### config.mk
export PLATFORM = sky130hd
export DESIGN_NAME = mem_arbiter
export DESIGN_NICKNAME = d
export VERILOG_FILES = /design/src/rtl/mem_arb_pkg.sv /design/src/rtl/kb_fifo.sv /design/src/rtl/mem_arbiter.sv
export SDC_FILE = /design/constraint.sdc
export NUM_CORES = 1
export LEC_CHECK = 0
export ABC_AREA = 1
export BUFFER_PORTS_ARGS = -buffer_cell sky130_fd_sc_hd__buf_2
export CORE_UTILIZATION = 46
export CTS_CLUSTER_SIZE = 12
export DETAILED_ROUTE_END_ITERATION = 7
export GPL_ROUTABILITY_DRIVEN = 1
export PLACE_DENSITY = 0.95
export SYNTH_ARGS = -nofsm -noshare
export SYNTH_HDL_FRONTEND = slang
export SYNTH_SLANG_ARGS = --single-unit
### constraint.sdc
create_clock -name clk -period 3.5 [get_ports clk]
set_clock_uncertainty 0.1 [all_clocks]
set_input_delay 0 -clock clk [delete_from_list [all_inputs] [get_ports clk]]
set_output_delay 0 -clock clk [all_outputs]
set_load 0.01 [all_outputs]
### src/rtl/mem_arb_pkg.sv
// mem_arbiter shared types: grant/state encoding and default word map.
// Optional drop counter is enabled with MEM_ARB_DROP_CNT_EN.
`timescale 1ns/1ps
package mem_arb_pkg;

  localparam int WORD_AW          = 5;
  localparam int DEF_OFFSET_ADDR  = 0;
  localparam int DEF_KB_DATA_ADDR = 1;
  localparam int DEF_KB_STAT_ADDR = 2;

  typedef enum logic [1:0] {
    IDLE = 2'd0,
    CPU  = 2'd1,
    DISP = 2'd2,
    KB   = 2'd3
  } grant_e;

  function automatic logic [WORD_AW-1:0] word_of(
    input logic [31:0] addr
  );
    return addr[6:2];
  endfunction

endpackage

### src/rtl/kb_fifo.sv
// Keyboard scancode FIFO: push ignored when full, pop ignored when empty.
// Part of mem_arbiter (MEM_ARB_DROP_CNT_EN has no effect here).
`timescale 1ns/1ps
module kb_fifo #(
  parameter int DEPTH = 4
) (
  input  logic       clk,
  input  logic       reset,
  input  logic       push,
  input  logic       pop,
  input  logic [7:0] din,
  output logic       full,
  output logic       empty,
  output logic [7:0] head
);

  localparam int AW = $clog2(DEPTH);

  logic [7:0]    mem [DEPTH];
  logic [AW-1:0] rd;
  logic [AW-1:0] wr;
  logic [AW:0]   cnt;
  logic          do_push;
  logic          do_pop;

  assign full    = (cnt == (AW+1)'(DEPTH));
  assign empty   = (cnt == '0);
  assign do_push = push & ~full;
  assign do_pop  = pop & ~empty;
  assign head    = mem[rd];

  always_ff @(posedge clk or negedge reset) begin
    if (!reset) begin
      rd  <= '0;
      wr  <= '0;
      cnt <= '0;
    end else begin
      if (do_push) wr <= wr + AW'(1);
      if (do_pop)  rd <= rd + AW'(1);
      unique case ({do_push, do_pop})
        2'b10:   cnt <= cnt + (AW+1)'(1);
        2'b01:   cnt <= cnt - (AW+1)'(1);
        default: cnt <= cnt;
      endcase
    end
  end

  always_ff @(posedge clk) begin
    if (do_push) mem[wr] <= din;
  end

endmodule

### src/rtl/mem_arbiter.sv
// Single-port RAM arbiter: CPU > display snapshot > keyboard mailbox.
// Define MEM_ARB_DROP_CNT_EN to add the drop_cnt port and counter.
`timescale 1ns/1ps
module mem_arbiter
  import mem_arb_pkg::*;
#(
  parameter int FIFO_DEPTH   = 4,
  parameter int OFFSET_ADDR  = DEF_OFFSET_ADDR,
  parameter int KB_DATA_ADDR = DEF_KB_DATA_ADDR,
  parameter int KB_STAT_ADDR = DEF_KB_STAT_ADDR
) (
  input  logic        clk,
  input  logic        reset,
  input  logic [31:0] cpu_addr,
  input  logic        cpu_we,
  input  logic        cpu_re,
  input  logic [31:0] cpu_wdata,
  output logic [31:0] cpu_rdata,
  input  logic        kb_valid,
  input  logic [7:0]  kb_code,
  output logic        kb_ready,
  input  logic        vsync,
  output logic [9:0]  disp_offset,
  output logic        disp_valid,
  output logic        mem_we,
  output logic [4:0]  mem_addr,
  output logic [31:0] mem_wdata,
  input  logic [31:0] mem_rdata,
  output logic [1:0]  gnt
`ifdef MEM_ARB_DROP_CNT_EN
  ,
  output logic [7:0]  drop_cnt
`endif
);

  localparam logic [4:0] OFF_W  = 5'(OFFSET_ADDR);
  localparam logic [4:0] DATA_W = 5'(KB_DATA_ADDR);
  localparam logic [4:0] STAT_W = 5'(KB_STAT_ADDR);

  logic [4:0] word;
  logic       stat_hit;
  logic       cpu_req;
  logic       fifo_full;
  logic       fifo_empty;
  logic [7:0] head;
  logic       mbox_full;
  logic       pend;
  logic       vs_q;
  logic       vs_rise;
  logic       mbox_clr;
  logic [7:0] stat_hi;
  logic       unused_addr;
  grant_e     grant;
  grant_e     state;

  assign word        = word_of(cpu_addr);
  assign stat_hit    = (word == STAT_W);
  assign cpu_req     = (cpu_we | cpu_re) & ~stat_hit;
  assign vs_rise     = vsync & ~vs_q;
  assign kb_ready    = ~fifo_full;
  assign gnt         = state;
  assign unused_addr = ^{cpu_addr[31:7], cpu_addr[1:0]};
  assign mbox_clr    = (grant == CPU) & cpu_re
                     & (word == DATA_W) & mbox_full;

  kb_fifo #(
    .DEPTH (FIFO_DEPTH)
  ) u_fifo (
    .clk   (clk),
    .reset (reset),
    .push  (kb_valid),
    .pop   (grant == KB),
    .din   (kb_code),
    .full  (fifo_full),
    .empty (fifo_empty),
    .head  (head)
  );

  always_ff @(posedge clk or negedge reset) begin
    if (!reset) state <= IDLE;
    else        state <= grant;
  end

  // Holding grant at IDLE during reset keeps the RAM port quiet.
  always_comb begin
    grant     = IDLE;
    mem_we    = 1'b0;
    mem_addr  = '0;
    mem_wdata = '0;
    if (!reset)                        grant = IDLE;
    else if (cpu_req)                  grant = CPU;
    else if (pend)                     grant = DISP;
    else if (!fifo_empty && !mbox_full) grant = KB;
    unique case (grant)
      CPU: begin
        mem_we    = cpu_we;
        mem_addr  = word;
        mem_wdata = cpu_wdata;
      end
      DISP: begin
        mem_addr  = OFF_W;
      end
      KB: begin
        mem_we    = 1'b1;
        mem_addr  = DATA_W;
        mem_wdata = {24'b0, head};
      end
      default: ;
    endcase
  end

  always_ff @(posedge clk or negedge reset) begin
    if (!reset) begin
      mbox_full   <= 1'b0;
      pend        <= 1'b0;
      vs_q        <= 1'b0;
      disp_offset <= '0;
      disp_valid  <= 1'b0;
    end else begin
      vs_q <= vsync;
      if (grant == KB)   mbox_full <= 1'b1;
      else if (mbox_clr) mbox_full <= 1'b0;
      if (grant == DISP) begin
        pend        <= 1'b0;
        disp_offset <= mem_rdata[9:0];
        disp_valid  <= 1'b1;
      end else if (vs_rise) begin
        pend <= 1'b1;
      end
    end
  end

`ifdef MEM_ARB_DROP_CNT_EN
  always_ff @(posedge clk or negedge reset) begin
    if (!reset) begin
      drop_cnt <= '0;
    end else if (kb_valid && fifo_full
                 && drop_cnt != 8'hFF) begin
      drop_cnt <= drop_cnt + 8'd1;
    end
  end
  assign stat_hi = drop_cnt;
`else
  assign stat_hi = 8'h00;
`endif

  assign cpu_rdata = stat_hit
                   ? {16'h0, stat_hi, 7'h0, mbox_full}
                   : mem_rdata;

endmodule
==> results of run 1 <==
-- worst max-delay path, stage by stage --
cell	delay, ns
dlygate4sd3_1	0.54
buf_2	0.13
or2_1	0.26
nand2_4	0.11
nand4_2	0.17
clkinv_1	0.26
ha_1	0.19
inv_1	0.07
fa_1	0.38
a21oi_1	0.14
o21ai_0	0.12
xor2_1	0.16
-- power by group --
group / switching [mW] / internal (mW) / leakage, nW
logic: 0.498 / 0.305 / 1.71
clock network: 0.193 / 0.140 / 0.0428
registers: 0.115 / 0.865 / 0.572
total: 0.806 / 1.31 / 2.33
-- timing repair --
action	in CTS	in global routing
endpoints found under the hold margin	68	0
resized for setup	0	0
setup buffers	0	0
hold buffers	22	0
-- logic make-up (layout without fill, tap and decap cells) --
family | Yosys count | after routing | synth area share, %
XOR/XNOR | 4 | 4 | 1.18
AND/OR/NAND/NOR | 171 | 171 | 25.3
adder cells (fa/ha/maj) | 6 | 6 | 2.78
buffers and inverters | 94 | 277 | 13.2
other | 0 | 1 | 0
flip-flops | 55 | 55 | 51.8
AO/OA/AOI/OAI | 32 | 32 | 5.74
-- state kept, by name, indices dropped and copies added (netlist names) --
register	cells
u_fifo.wr	2
gnt	2
disp_offset	10
pend	1
u_fifo.cnt	3
vs_q	1
u_fifo.rd	2
mbox_full	1
disp_valid	1
u_fifo.mem	32
-- layer usage --
layer,share of wire [%],vias to the layer above,wire (um)
met5,0,-,0
met4,2.2,0,187
met3,7.9,18,677
met2,52,148,4440
met1,38,1431,3310
li1,-,1475,-
-- layout make-up --
class | count | area share [%]
timing repair buffer | 189 | 25.7
antenna | 1 | 0.0608
clock buffer | 6 | 1.76
sequential | 55 | 37.3
tap | 75 | 2.28
inverter | 80 | 7.29
clock inverter | 2 | 0.304
multi-input combinational | 213 | 25.3
-- cell usage in the layout (no fill, tap or decap), drive strengths merged --
master and instances:
a21oi 3, buf 167, clkbuf 6, clkinv 3
dfrtp 23, diode 1, dlygate4sd3 22, edfxtp 32
fa 1, ha 5, inv 79, nand2 60
nand3 15, nand4 10, nor2 85, o21ai 21
o22ai 8, or2 1, xnor2 2, xor2 2
-- how the worst max path moves through the flow --
stage | from | endpoint
after CTS | cpu_re | u_fifo.cnt[2]
final | cpu_re | u_fifo.cnt[2]
after floorplan | u_fifo.cnt[0] | u_fifo.cnt[2]
after global routing | cpu_re | u_fifo.cnt[2]
after detailed placement | u_fifo.cnt[0] | u_fifo.cnt[1]
after global placement | u_fifo.cnt[0] | u_fifo.cnt[2]
==> metrics.md, run 1 <==
| Metric | Value |
|---|---|
| Outcome | complete, no violations |
| Root Driver | clkbuf_8 |
| CTS Sinks | 55 |
| Die area | 6770 um^2 |
| Share of the synthesized area in the top cell type | 32.4% |
| Flop2flop setup slack | 1.10 ns |
| Hold path depth | 3 |
| CORE AREA | 6060 um^2 |
| # rows | 28 |
| Critical path endpoint category | flip-flop |
| Leak pwr | 2.33 nW |
| Top-count cell post-synth | nor2_1 |
| Vias in the first global route | 2749 |
| Worst skew pair latency | 0.30 ns |
| Mean Syn Cell Area | 8.20 um^2 |
| DRC viols | 0 |
| Top_reg_cell synth | edfxtp_1 |
| Layout cell share with drive strength beyond 1 | 34.1% |
| Setup TNS | 0 ns |
| Vias per cell | 4.95 |
| Setup WS post-layout | 1.06 ns |
| TritonCTS Buffers | 5 |
| Worst r2r src | u_fifo.cnt[0] |
| Final WL | 8.62 mm |
| Final period utilization | 69.8% |
| Area delta synth->final | 38.8% |
| Fin crit period | 2.44 ns |
| Fin. Hold Viols | 0 |
| Most crowded layer after global routing | met2 |
| M2 GR Usage | 43.3% |
| Worst-margin pin slew | 0.903 ns |
| Die height | 82.3 um |
| Final core occ | 67.9% |
| RSZ-0062 raised after global routing | false |
| Worst Reg-to-Reg Cells | 8 |
| WHS | 0.0325 ns |
| Max IR drop VDD | 0.423 mV |
| Die Wd | 82.3 um |
| Seq. cell area | 1540 um^2 |
| H-tree depth | 2 |
| Buffers added on ports | 166 |
| Largest net degree at the start of global routing | 37 |
| Drt first pass iters | 4 |
| Setup CP Type | input port to flip-flop |
| Synth Cell Area | 2970 um^2 |
| CP arrival | 2.53 ns |
| CTS tree | yes |
| Routed length per placed instance | 13.9 um |
| DR iter-0 viols | 151 |
| Area of the multi-input gates | 1040 um^2 |
| Final Setup Violations | 0 |
| Synth cell count leaders | nor2_1 (80), inv_1 (79), nand2_1 (55) |
| Max-slew violation count | 0 |
| Tot GR Track Use | 24.5% |
| Critical path required time | 3.59 ns |
| Post-DP Area | 3810 um^2 |
| Hold Path Sink | u_fifo.wr[0] |
| Starting Density | 48.9% |
| First-pass GRT wire length | 12.2 mm |
| Dominant cells by area after synthesis | edfxtp_1 (32%), dfrtp_1 (19%), nor2_1 (10%) |
| Dpl ws | 1.10 ns |
| Met3 Resource Use GR | 5.27% |
| Worst Hold Class | input port to flip-flop |
| GRT met1 Usage | 28.5% |
| Initial antenna violation count | 0 |
| PwrDens | 514 nW/um^2 |
| Max-cap violations | 0 |
| Fmax | 409 MHz |
| Gpl congestion | 0.819 |
| Slew HR | 39.7% |
| Number of distinct library cells after synthesis | 25 |
| DP Wirelength | 6.12 mm |
| DR vias | 3072 |
| Non-filler cells, final | 621 |
| Total number of yosys warnings | 0 |
| I/O Pins | 194 |
| Post-route antenna net violation count | 0 |
| Synthesized flop and latch total | 55 |
| Tot Pwr | 2.12 mW |
| Fill count | 449 |
| Crit start category | input port |
| Sequential fraction of the synthesis area | 51.8% |
| Fin nets | 660 |
| Crit path max fanout | 10 |
| Post-Syn Nets | 478 |
| Placed Cells | 590 |
| CTS clock-pin slew for the worst setup and hold paths | 0.09 ns |
| Area leader, netlist | edfxtp_1 |
| Crit Reg-Reg Endpoint | u_fifo.cnt[1] |
| Cell count after synthesis | 362 |
| Post-layout instance area | 4120 um^2 |
| Post-synth ARST share | 41.8% |
| Global route overflow | 0 |
| Worst hold start | kb_valid |
| CTS Buffer Depth | 2 |
| EDFF count, synth | 32 |
Power figures use the tool's default switching activity.
==> run 2: changes to the inputs <==
- CORE_UTILIZATION: 46 -> 42
- PLACE_DENSITY: 0.95 -> 0.92
- clock period: 3.5 -> 2.25 ns (I/O delays scaled with it)
==> run 2 against run 1 <==
Clock power up 130%. Global-route usage down 2.7 points. Non-clock buffer count grew 7. Cell count up 4.3%. Combinational power rose by 70%. Worst setup slack worse by 0.96 ns. Sequential power is 52% higher. First-iteration DRC count rose by 17%. Design area rose by 3.1%. Critical path type unchanged.
==> metrics.md, run 2 (synthesis gave the netlist of run 1 again) <==
| Metric | Value |
|---|---|
| Initial antenna violation count | 0 |
| Critical Path Start | cpu_re |
| Inserted Diodes | 0 |
| PwrDens | 856 nW/um^2 |
| Max IR drop VDD | 0.663 mV |
| DP Wirelength | 6.09 mm |
| Buffers added on ports | 166 |
| Worst skew pair latency | 0.30 ns |
| Worst hold start | cpu_addr[2] |
| Crit path max fanout | 4 |
| Most frequent cells in the layout | buf_2 (166), nor2_1 (80), inv_1 (79) |
| Die Wd | 86.0 um |
| Outcome | complete, no violations |
| Flop pwr share | 41.1% |
| Met3 Resource Use GR | 2.21% |
| DRC viols | 0 |
| Most flops, register | u_fifo.mem |
| Setup CP Type | input port to flip-flop |
| Clk pwr share | 21.3% |
| Vias per cell | 4.67 |
| Slew HR | 42.4% |
| Final period utilization | 95.6% |
| Root Driver | clkbuf_8 |
| First-pass GRT wire length | 12.7 mm |
| H-tree depth | 2 |
| # rows | 30 |
| CTS Sinks | 55 |
| Die area | 7400 um^2 |
| Gate power share | 37.6% |
| CORE AREA | 6790 um^2 |
| Fmax | 465 MHz |
| Critical path endpoint category | flip-flop |
| Post-CTS Setup Bufs | 0 |
| DR iter-0 viols | 177 |
| I/O Pins | 194 |
| Max-cap violations | 0 |
| TritonCTS Buffers | 5 |
| Die height | 86.0 um |
| Fin nets | 667 |
| Area delta synth->final | 43.1% |
| CP arrival | 2.24 ns |
| Setup TNS | 0 ns |
| Final Setup Violations | 0 |
| CTS Buffer Depth | 2 |
| Gpl congestion | 0.806 |
| Psw | 1.32 mW |
| Max reg flops | 32 |
| Fin. Hold Viols | 0 |
| Fin crit period | 2.15 ns |
| Layout cell share with drive strength beyond 1 | 35.5% |
| Worst Hold Class | input port to flip-flop |
| Crit start category | input port |
| Most common cell after layout, fill and taps aside | buf_2 |
| Regs by FF count | u_fifo.mem x32, disp_offset x10, u_fifo.cnt x3 |
| Drt first pass iters | 5 |
| GRT met1 Usage | 25.3% |
| Largest net degree at the start of global routing | 37 |
| Max-slew violation count | 0 |
| Most crowded layer after global routing | met2 |
| M2 GR Usage | 40.5% |
| Vias in the first global route | 2841 |
| RSZ-0062 raised after global routing | false |
| Critical path required time | 2.34 ns |
| Global route overflow | 0 |
| Tot GR Track Use | 21.9% |
| Final WL | 8.57 mm |
| Internal power | 2.32 mW |
| CTS clock-pin slew for the worst setup and hold paths | 0.10 ns |
| WHS | 0.0201 ns |
| Routed length per placed instance | 13.2 um |
| Leak pwr | 2.39 nW |
| Sw frac | 36.3% |
| CTS tree | yes |
| Worst-margin pin slew | 0.864 ns |
| Post-route antenna net violation count | 0 |
| Fill count | 520 |
| DR vias | 3029 |
| Worst r2r src | u_fifo.cnt[0] |
| Starting Density | 43.7% |
[run 2: worst paths after layout]
kind / end / slack (ns) / cells after the start
worst min register to register: disp_valid / 0.38 / 2
worst max register to register: u_fifo.cnt[2] / 0.11 / 10
min in group asynchronous: gnt[1] / 0.22 / 3
worst min-delay path: mbox_full / 0.02 / 6
worst max-delay path: u_fifo.cnt[2] / 0.1 / 12
max in group asynchronous: u_fifo.wr[0] / 1.51 / 3
[run 2: metal layers]
layer | vias to the layer above | routed length [um]
met1 | 1377 | 3360
met3 | 21 | 517
met2 | 145 | 4480
met4 | 0 | 216
li1 | 1486 | -
met5 | - | 0
[run 2: worst max-delay path: stages]
cell,delay (ns)
dlygate4sd3_1,0.54
buf_2,0.14
or2_1,0.26
nand2_4,0.11
nand4_2,0.09
clkinv_1,0.08
ha_1,0.14
inv_1,0.07
fa_1,0.38
a21oi_1,0.16
o21ai_1,0.11
xor2_1,0.16
[run 2: stage by stage]
stage	utilization, %	power [mW]	setup WS (ns)	std cells	instance area [um^2]
finish	62.5	3.63	0.0984	648	4250
global route	62.5	3.84	0.00566	648	4250
CTS	62.5	3.63	0.0742	648	4250
detailed placement	57.3	2.82	0.155	619	3890
global placement	57.3	2.72	0.268	619	3890
floorplan	-	2.31	0.164	362	2970
[run 2: power by group through the flow]
stage | Clock, mW | Combinational [mW] | Sequential (mW)
final | 0.773 | 1.37 | 1.49
after global routing | 0.824 | 1.51 | 1.51
after CTS | 0.783 | 1.36 | 1.49
after detailed placement | 0 | 1.32 | 1.50
after global placement | 0 | 1.24 | 1.48
after floorplan | 0 | 0.810 | 1.50
[run 2: area by class of cell]
cell class | count | area [um^2] | area share [%]
Inverter | 80 | 300 | 7.07
Clock inverter | 3 | 71.3 | 1.68
Sequential cell | 55 | 1540 | 36.2
Timing Repair Buffer | 196 | 1110 | 26.1
Tap cell | 96 | 120 | 2.83
Clock buffer | 5 | 68.8 | 1.62
Multi-Input combinational cell | 213 | 1040 | 24.5
[run 2: repair_timing]
action                     4_1_cts  5_1_grt
gates resized for setup          0        1
hold buffers                    21        0
hold endpoints to repair        68        0
setup endpoints to repair        0        1
